--- src/rtl/uart_rx_os16.sv ---
// 8-bit UART receiver sampling on a x16 oversampling enable tick; LSB first, one stop bit.
// Define UART_RX_PARITY_EN to expect an even-parity bit after D7 (reported on parity_err).
module uart_rx_os16 #(
  parameter int OS_RATE    = 16,
  parameter int MID_SAMPLE = 7
) (
  input  logic       clk_in,
  input  logic       rst_n,
  input  logic       serial_clk,
  input  logic       rx_in,
  output logic [7:0] data_out,
  output logic       data_valid,
  output logic       frame_err,
  output logic       parity_err
);

  localparam int TW = (OS_RATE > 1) ? $clog2(OS_RATE) : 1;
  localparam logic [TW-1:0] TICK_LAST = TW'(OS_RATE - 1);
  localparam logic [TW-1:0] TICK_MID  = TW'(MID_SAMPLE);

`ifdef UART_RX_PARITY_EN
  typedef enum logic [2:0] {IDLE, START, DATA, PARITY, STOP, WAIT_IDLE} state_t;
  localparam state_t AFTER_DATA = PARITY;
  logic par_bad;
`else
  typedef enum logic [2:0] {IDLE, START, DATA, STOP, WAIT_IDLE} state_t;
  localparam state_t AFTER_DATA = STOP;
  assign parity_err = 1'b0;
`endif

  state_t        state;
  logic [TW-1:0] tick_cnt;
  logic [2:0]    bit_cnt;
  logic [7:0]    shift_reg;
  logic          sync1, sync2;

  // rx_in is asynchronous; the FSM only ever looks at sync2
  always_ff @(posedge clk_in or negedge rst_n) begin
    if (!rst_n) begin
      sync1 <= 1'b1;
      sync2 <= 1'b1;
    end else begin
      sync1 <= rx_in;
      sync2 <= sync1;
    end
  end

  always_ff @(posedge clk_in or negedge rst_n) begin
    if (!rst_n) begin
      state      <= IDLE;
      tick_cnt   <= '0;
      bit_cnt    <= '0;
      shift_reg  <= '0;
      data_out   <= '0;
      data_valid <= 1'b0;
      frame_err  <= 1'b0;
`ifdef UART_RX_PARITY_EN
      parity_err <= 1'b0;
      par_bad    <= 1'b0;
`endif
    end else begin
      // status flags are single-cycle pulses regardless of tick timing
      data_valid <= 1'b0;
      frame_err  <= 1'b0;
`ifdef UART_RX_PARITY_EN
      parity_err <= 1'b0;
`endif
      if (serial_clk) begin
        case (state)
          IDLE: begin
            if (!sync2) begin
              state    <= START;
              tick_cnt <= '0;
            end
          end
          START: begin
            if (tick_cnt == TICK_MID) begin
              tick_cnt <= '0;
              bit_cnt  <= '0;
              state    <= sync2 ? IDLE : DATA;
            end else begin
              tick_cnt <= tick_cnt + 1'b1;
            end
          end
          DATA: begin
            if (tick_cnt == TICK_LAST) begin
              tick_cnt  <= '0;
              shift_reg <= {sync2, shift_reg[7:1]};
              bit_cnt   <= bit_cnt + 3'd1;
              if (bit_cnt == 3'd7) state <= AFTER_DATA;
            end else begin
              tick_cnt <= tick_cnt + 1'b1;
            end
          end
`ifdef UART_RX_PARITY_EN
          PARITY: begin
            if (tick_cnt == TICK_LAST) begin
              tick_cnt <= '0;
              par_bad  <= sync2 ^ (^shift_reg);
              state    <= STOP;
            end else begin
              tick_cnt <= tick_cnt + 1'b1;
            end
          end
`endif
          STOP: begin
            if (tick_cnt == TICK_LAST) begin
              tick_cnt <= '0;
`ifdef UART_RX_PARITY_EN
              parity_err <= par_bad;
              if (sync2) begin
                if (!par_bad) begin
                  data_out   <= shift_reg;
                  data_valid <= 1'b1;
                end
                state <= IDLE;
              end else begin
                frame_err <= 1'b1;
                state     <= WAIT_IDLE;
              end
`else
              if (sync2) begin
                data_out   <= shift_reg;
                data_valid <= 1'b1;
                state      <= IDLE;
              end else begin
                frame_err <= 1'b1;
                state     <= WAIT_IDLE;
              end
`endif
            end else begin
              tick_cnt <= tick_cnt + 1'b1;
            end
          end
          // a held-low line (break) stays here so it reports only one frame_err
          WAIT_IDLE: begin
            if (sync2) state <= IDLE;
          end
          default: state <= IDLE;
        endcase
      end
    end
  end

endmodule

--- config.mk ---
export PLATFORM = sky130hd
export DESIGN_NAME = uart_rx_os16
export DESIGN_NICKNAME = d
export VERILOG_FILES = /design/src/rtl/uart_rx_os16.sv
export SDC_FILE = /design/constraint.sdc
export NUM_CORES = 1
export LEC_CHECK = 0
export CAP_MARGIN = 20
export CORE_UTILIZATION = 59
export CTS_CLUSTER_DIAMETER = 200
export DETAILED_ROUTE_END_ITERATION = 8
export PLACE_DENSITY = 0.89
export REMOVE_ABC_BUFFERS = 1
export SETUP_SLACK_MARGIN = 0.02
export SYNTH_ARGS = -nofsm -noshare
export SYNTH_HDL_FRONTEND = slang
export SYNTH_SLANG_ARGS = --single-unit
--- constraint.sdc ---
create_clock -name clk_in -period 3.4 [get_ports clk_in]
set_input_delay 1.02 -clock clk_in [delete_from_list [all_inputs] [get_ports clk_in]]
set_output_delay 1.02 -clock clk_in [all_outputs]
set_load 0.02 [all_outputs]
Word-level counts from Yosys, hierarchy flattened
Index checks and enable logic that the tools add are counted.

Logic and storage cells: 57. Bits in registers: 30. Input bits: 4. Output and inout port bits: 11.

Reduce and logical (&&, ||, !) cells: 9. Eq/ne operators: 13. Muxes and demuxes: 24. $add $sub $neg: 2.

Operators by type and width (count): $mux 3 (9); $pmux 3 s5 (1); $mux 4 (3); $ne 2x2->1 const B (6); $pmux 4 s3 (1); $mux 1 (8); $reduce_and 4->1 (2); $reduce_and 7->1 (1); $eq 3x2->1 const B (2); $eq 3x3->1 const B (2); $pmux 3 s2 (1); $reduce_and 3->1 (2); $add 4x1->4 const B (1); $eq 4x3->1 const B (1); $eq 4x4->1 const B (1); $add 3x1->3 const B (1); $eq 3x1->1 const B (1); $logic_not 3->1 (1); $reduce_bool 3->1 (1); $mux 2 (1); $reduce_bool 2->1 (1); $reduce_or 2->1 (1).

Longest topological paths before layout
Gate-level depths: netlist of run 1.

Word-level depth: 4. Gate-level depth with buffers: 5. Gate-level depth less buffers: 5.

Least setup slack after synthesis of run 1
Ideal clock, no wire load.

Path kind: input to register. Start point: input port serial_clk. End point: register data_out[0]. Required time: 3275 ps. Stages on the path: 4. Path buffers: 1. Arrival time: 2142 ps. Path slack: 1133 ps. Cells stage by stage: buf_2 > nand3_2 > nor4_4 > mux2_2.

Word-level cells in the longest chain between the ends: 1.

RTL lines: from (decl) (RTL line 9) `input logic serial_clk,`; $reduce_and 4->1 (no line); to (signal assigned) (RTL line 123) `data_out <= shift_reg;`; to (decl) (RTL line 11) `output logic [7:0] data_out,`.

No other way between the ends. A chain may end at the register's enable or synchronous reset.

Worst setup path in the final report of run 1
Start point: input port serial_clk. End point: register data_out[3].

The elaborated chain is that of the path after synthesis.

==> results of run 1 <==
-- metal layers --
metal | track usage [%] | wire (microns) | vias up
li1 | - | - | 425
met1 | 30.93 | 1076 | 434
met2 | 33.33 | 1107 | 18
met3 | 8.182 | 107 | 5
met4 | 8.333 | 40 | 0
met5 | 0 | 0 | -
-- logic make-up (layout without fill, tap and decap cells) --
kind of cell | count (synthesis) | in the layout | share of synthesized area [%]
flip-flops | 30 | 30 | 54.19
AND/OR/NAND/NOR | 25 | 25 | 13.14
AO/OA/AOI/OAI | 19 | 19 | 10.26
multiplexers | 19 | 19 | 15.12
buffers and inverters | 11 | 26 | 3.690
adder cells (fa/ha/maj) | 3 | 3 | 2.701
other | 1 | 1 | 0.2698
XOR/XNOR | 1 | 1 | 0.6302
-- worst max-delay path: stages --
cell,delay [ps]
clkdlybuf4s50_1,650
nand3_2,210
nor4_4,560
mux2_2,400
-- metrics by stage --
| stage | total power, mW | setup slack, ps | hold WS (ps) | utilization, % | cell area, sq um |
|---|---|---|---|---|---|
| after detailed placement | 0.7179 | 456.7 | 347.3 | 69.00 | 1526 |
| after CTS | 0.9456 | 802.7 | 361.2 | 71.89 | 1590 |
| after global placement | 0.7053 | 495.4 | 346.2 | 69.00 | 1526 |
| after floorplan | 0.6511 | 1301 | 345.2 | - | 1354 |
| after global routing | 1.006 | 702.7 | 363.6 | 71.89 | 1590 |
| final | 0.9468 | 777.5 | 359.3 | 71.89 | 1590 |
-- area by class of cell --
| type | count | area [sq um] |
|---|---|---|
| Sequential cell | 30 | 753.2 |
| Fill cell | 153 | 621.8 |
| Tap cell | 28 | 35.03 |
| Timing Repair Buffer | 14 | 137.6 |
| Clock buffer | 6 | 51.30 |
| Multi-Input combinational cell | 68 | 585.6 |
| Clock inverter | 2 | 12.51 |
| Inverter | 4 | 15.01 |
-- cells in the mapped netlist, drive strengths merged (2+ instances only) --
cell and instances:
and4 2, buf 6, dfrtp 28, dfstp 2, ha 3, inv 4, mux2 16, mux2i 3
nand2 3, nand3 3, nor2 5, nor3b 3, nor4 2, o21ai 5, o2bb2ai 5
-- power by group through the flow --
stage	logic [mW]	clock network (mW)	registers (mW)
after floorplan	0.179	0	0.472
after global placement	0.216	0	0.490
after detailed placement	0.224	0	0.494
after CTS	0.228	0.231	0.487
after global routing	0.259	0.247	0.500
final	0.229	0.227	0.490
-- how the worst min path moves through the flow --
stage                       to  cells after the start  slack, ps
3_5_place_dp   sync2$_DFF_PN1_                      0        350
4_1_cts        sync2$_DFF_PN1_                      0        360
2_1_floorplan  sync2$_DFF_PN1_                      0        350
6_report       sync2$_DFF_PN1_                      0        360
5_1_grt        sync2$_DFF_PN1_                      0        360
3_3_place_gp   sync2$_DFF_PN1_                      0        350
==> results.cfg, run 1 <==
[global_route]
antenna_found_initial = 0
overflow = 0
grt_pass1_wl_microns = 4084
grt_pass1_vias = 886
grt_max_degree = 31
grtUsageTotal_pct = 22.65

[synth]
ys_warn_count = 0
synth-seq-area-share_pct = 54.19
async_reset_ff_share_pct = 100.0
synth_top_flop_cell = dfrtp_1
ys_types = 36
syn_area_sq_um = 1390
synthTopCellsByArea = dfrtp_1 50%, mux2_2 13%, dfstp_2 3.8%
netlist_instances = 109
synth_top_area_share_pct = 50.41
ys_seq_elements = 30
synth_area_per_cell_sq_um = 12.75
synth_edf_count = 0
yosysTopAreaCell = dfrtp_1

[critical_path]
cp-end-kind = flop
critPathKind = in2reg
startpoint = serial_clk
required_ps = 3620
critPathArrivalTime_ps = 2840
cp_max_fo = 10
r2r-end = data_out[3]$_DFFE_PN0P_
startpoint_type = input port
r2r_slack_ps = 1380
rr_startpoint = tick_cnt[0]$_DFFE_PN0P_
reg2reg_depth = 4
cp-endpoint = data_out[3]$_DFFE_PN0P_

[finish]
final_cell_mix = 28 x dfrtp_1, 16 x mux2_2, 13 x clkdlybuf4s50_1
area_growth_pct = 14.40
diodes = 0
fin_nets = 130
mostFrequentLayoutCell = dfrtp_1
layout-drive-gt1-share_pct = 25.81
instances_no_fill = 152

[place]
routabilityCongestion = 0.8126
dp_hpwl_microns = 1537
dp_cells = 144
port_buffers = 13

[clock_tree]
post_cts_buffers = 0
ctsRootBufferMaster = clkbuf_4
ctsLongestPathBuffers = 2
htreeDepth = 2
cts_tree = done
hold_buffers = 0
cts_inserted_buffers = 5
ctsResizeCount = 0
clkSlewWorstSetupHoldPaths_ps = 90
clk_latency_ps = 330
cts_num_sinks = 30

[power_and_ir_drop]
p_leak_nw = 0.7058
p_comb_share_pct = 24.2
p_clk_share_pct = 24.0
p_seq_share_pct = 51.8
peakVddDrop_mv = 0.5429
sw_frac_of_total_pct = 35.31
p_switching_uw = 334.3
p_int_uw = 612.5
power.density_nw_per_um2 = 595.4

[sta]
hold_viol = 0
slew_violations = 0
min_period_ps = 2623
grt_setup_unrepaired = no
worstMarginPinSlew_ps = 585.3
finalSetupViolations = 0
setup_tns_ps = 0
slew_headroom_pct = 60.69
fin_crit_sh_pct = 77.13
clock.fmax_ghz = 0.3813
finalClockSkew_ps = 10.80

[hold_path]
hold_class = reg2reg
hp-start = sync1$_DFF_PN1_

[drt]
avgRoutedWirePerCell_microns = 15.34
drt-total-wl_microns = 2332
drcViolationCount = 0
drtIter0Drc = 12
via_per_inst = 5.803
drt.antenna.violating_nets = 0
first_pass_iters = 4
vias = 882

[floorplanning]
start_util_pct = 62.84
row_count = 17
coreArea_sq_um = 2212
ioPinCount = 15
die_w_microns = 50.54
die_area_sq_um = 2554
die_h_microns = 50.54

[status]
status = complete, no violations

[job]
maxCapViolCount = 0
Note: power is estimated with default switching activity, not from simulation.
==> run 2: changes to the inputs <==
--- a/config.mk
+++ b/config.mk
@@ -6,10 +6,10 @@
 export NUM_CORES = 1
 export LEC_CHECK = 0
 export CAP_MARGIN = 20
-export CORE_UTILIZATION = 59
+export CORE_UTILIZATION = 54
 export CTS_CLUSTER_DIAMETER = 200
 export DETAILED_ROUTE_END_ITERATION = 8
-export PLACE_DENSITY = 0.89
+export PLACE_DENSITY = 0.83
 export REMOVE_ABC_BUFFERS = 1
 export SETUP_SLACK_MARGIN = 0.02
 export SYNTH_ARGS = -nofsm -noshare
==> constraint.sdc (replaced) <==
create_clock -name clk_in -period 2.6 [get_ports clk_in]
set_input_delay 0.78 -clock clk_in [delete_from_list [all_inputs] [get_ports clk_in]]
set_output_delay 0.78 -clock clk_in [all_outputs]
set_load 0.02 [all_outputs]
==> run 2 against run 1 <==
The run now ends with design-rule violations left; highest routed layer unchanged; total power is 29% higher; sequential power is 31% higher; via count is 4.0% higher; non-clock buffer count is 3 higher; hold slack hardly changed; cell count is 3.3% higher.
==> results.cfg, run 2 (synthesis gave the netlist of run 1 again) <==
[floorplanning]
die_h_microns = 52.74
ioPinCount = 15
start_util_pct = 56.63
coreArea_sq_um = 2455
die_area_sq_um = 2781
row_count = 18
die_w_microns = 52.74

[drt]
drt.antenna.violating_nets = 0
drcViolationCount = 1
wl_met2_microns = 1102
wl_met1_microns = 1086
drt-total-wl_microns = 2334
drtIter0Drc = 21
vias = 917
via_per_inst = 5.841
topRoutingLayerUsed = met4
first_pass_iters = 6
wl_met3_microns = 110
avgRoutedWirePerCell_microns = 14.87

[critical_path]
r2r_slack_ps = 760
critPathArrivalTime_ps = 1290
required_ps = 1820
cp-end-kind = output port
reg2reg_depth = 5
r2r-end = data_out[0]$_DFFE_PN0P_
cp.depth = 1
crit_path_max_incr_delay_ps = 600
cp_max_fo = 2
startpoint_type = flop
crit_family = buffers and inverters
crit_chain = clkdlybuf4s50_1
rr_startpoint = tick_cnt[0]$_DFFE_PN0P_
crit_buf_inv = 1
critPathKind = reg2out
slowest_stage = clkdlybuf4s50_1

[finish]
fin_nets = 133
mostFrequentLayoutCell = dfrtp_1
final_cell_mix = 28 x dfrtp_1, 16 x mux2_2, 13 x clkdlybuf4s50_1
multi_input_area_sq_um = 585.6
register_area_sq_um = 753.2
diodes = 0
area_growth_pct = 15.93
layout-drive-gt1-share_pct = 26.77
n_fill_cell = 181

[power_and_ir_drop]
power.density_nw_per_um2 = 757.7
p_leak_nw = 0.7226
peakVddDrop_mv = 0.5437

[sta]
setup_tns_ps = 0
slew_violations = 0
worstMarginPinSlew_ps = 591.4
clock.fmax_ghz = 0.4839
hold_viol = 0
slew_headroom_pct = 60.49
finalSetupViolations = 0
min_period_ps = 2066
finalClockSkew_ps = 9.165
fin_worst_hold_slack_ps = 358.9
grt_setup_unrepaired = no
fin_crit_sh_pct = 79.48

[hold_path]
hp-start = sync1$_DFF_PN1_
hold_end = sync2$_DFF_PN1_
hold_class = reg2reg
hold_depth = 0

[status]
failed_checks = design-rule violations
status = complete, but fails checks

[clock_tree]
cts_num_sinks = 30
ctsRootBufferMaster = clkbuf_4
cts_inserted_buffers = 5
clkSlewWorstSetupHoldPaths_ps = 90
ctsLongestPathBuffers = 2
htreeDepth = 2
hold_buffers = 0
clk_latency_ps = 320
post_cts_buffers = 0
cts_tree = done
ctsResizeCount = 0

[global_route]
antenna_found_initial = 0
overflow = 0
grt_max_degree = 31
grt_pass1_wl_microns = 4071
grt_pass1_vias = 875
grtUsageTotal_pct = 21.02

[place]
port_buffers = 13
dp_hpwl_microns = 1570
routabilityCongestion = 0.7562

[job]
maxCapViolCount = 0
==> run 2: cell types whose count changed in the layout (fill, tap and decap cells not counted), sizes merged <==
| cell | previous run | this run |
|---|---|---|
| clkinvlp | 1 | 0 |
| buf | 1 | 4 |
| clkbuf | 6 | 7 |
==> run 2: where the power goes <==
| group | switching [mW] | internal [mW] | total, mW |
|---|---|---|---|
| logic | 0.153 | 0.143 | 0.295 |
| clock network | 0.155 | 0.131 | 0.286 |
| registers | 0.111 | 0.529 | 0.640 |
==> run 2: worst reg2reg max path, stage by stage, from the launching register on <==
cell     delay (ps)
dfrtp_1         400
ha_1            320
nand3_2         200
nor4_4          230
buf_4           210
mux2_2          350
==> run 2: worst max path at each step <==
stage | slack, ps | endpoint | from
2_1_floorplan | 740 | data_out[0]$_DFFE_PN0P_ | serial_clk
3_3_place_gp | 240 | data_out[7]$_DFFE_PN0P_ | serial_clk
3_5_place_dp | 210 | data_out[3]$_DFFE_PN0P_ | serial_clk
4_1_cts | 510 | data_out[7] | data_out[7]$_DFFE_PN0P_
5_1_grt | 460 | data_out[6] | data_out[6]$_DFFE_PN0P_
6_report | 530 | data_out[6] | data_out[6]$_DFFE_PN0P_
==> run 2: area by class of cell <==
type,count,share of cell area (%)
clock buffers,7,3.416
clock inverters,1,0.3106
inverters,4,0.9317
multi-input cells,68,36.34
flip-flops and latches,30,46.74
well taps,30,2.329
repair buffers,17,9.938
==> run 2: per-layer routing <==
metal,global-route usage (%),vias up
met2,29.54,20
met3,7.826,5
met1,28.71,455
met5,0,-
li1,-,437
met4,9.211,0
==> run 2: stage by stage <==
| step | cells | power [mW] | setup WS (ps) | area, sq um | utilization [%] |
|---|---|---|---|---|---|
| 2_1_floorplan | 102 | 0.8515 | 740.8 | 1354 | - |
| 3_3_place_gp | 149 | 0.9206 | 242.7 | 1551 | 63.20 |
| 3_5_place_dp | 149 | 0.9394 | 208.6 | 1551 | 63.20 |
| 4_1_cts | 157 | 1.230 | 507.1 | 1612 | 65.65 |
| 5_1_grt | 157 | 1.314 | 458.5 | 1612 | 65.65 |
| 6_report | 157 | 1.221 | 533.5 | 1612 | 65.65 |
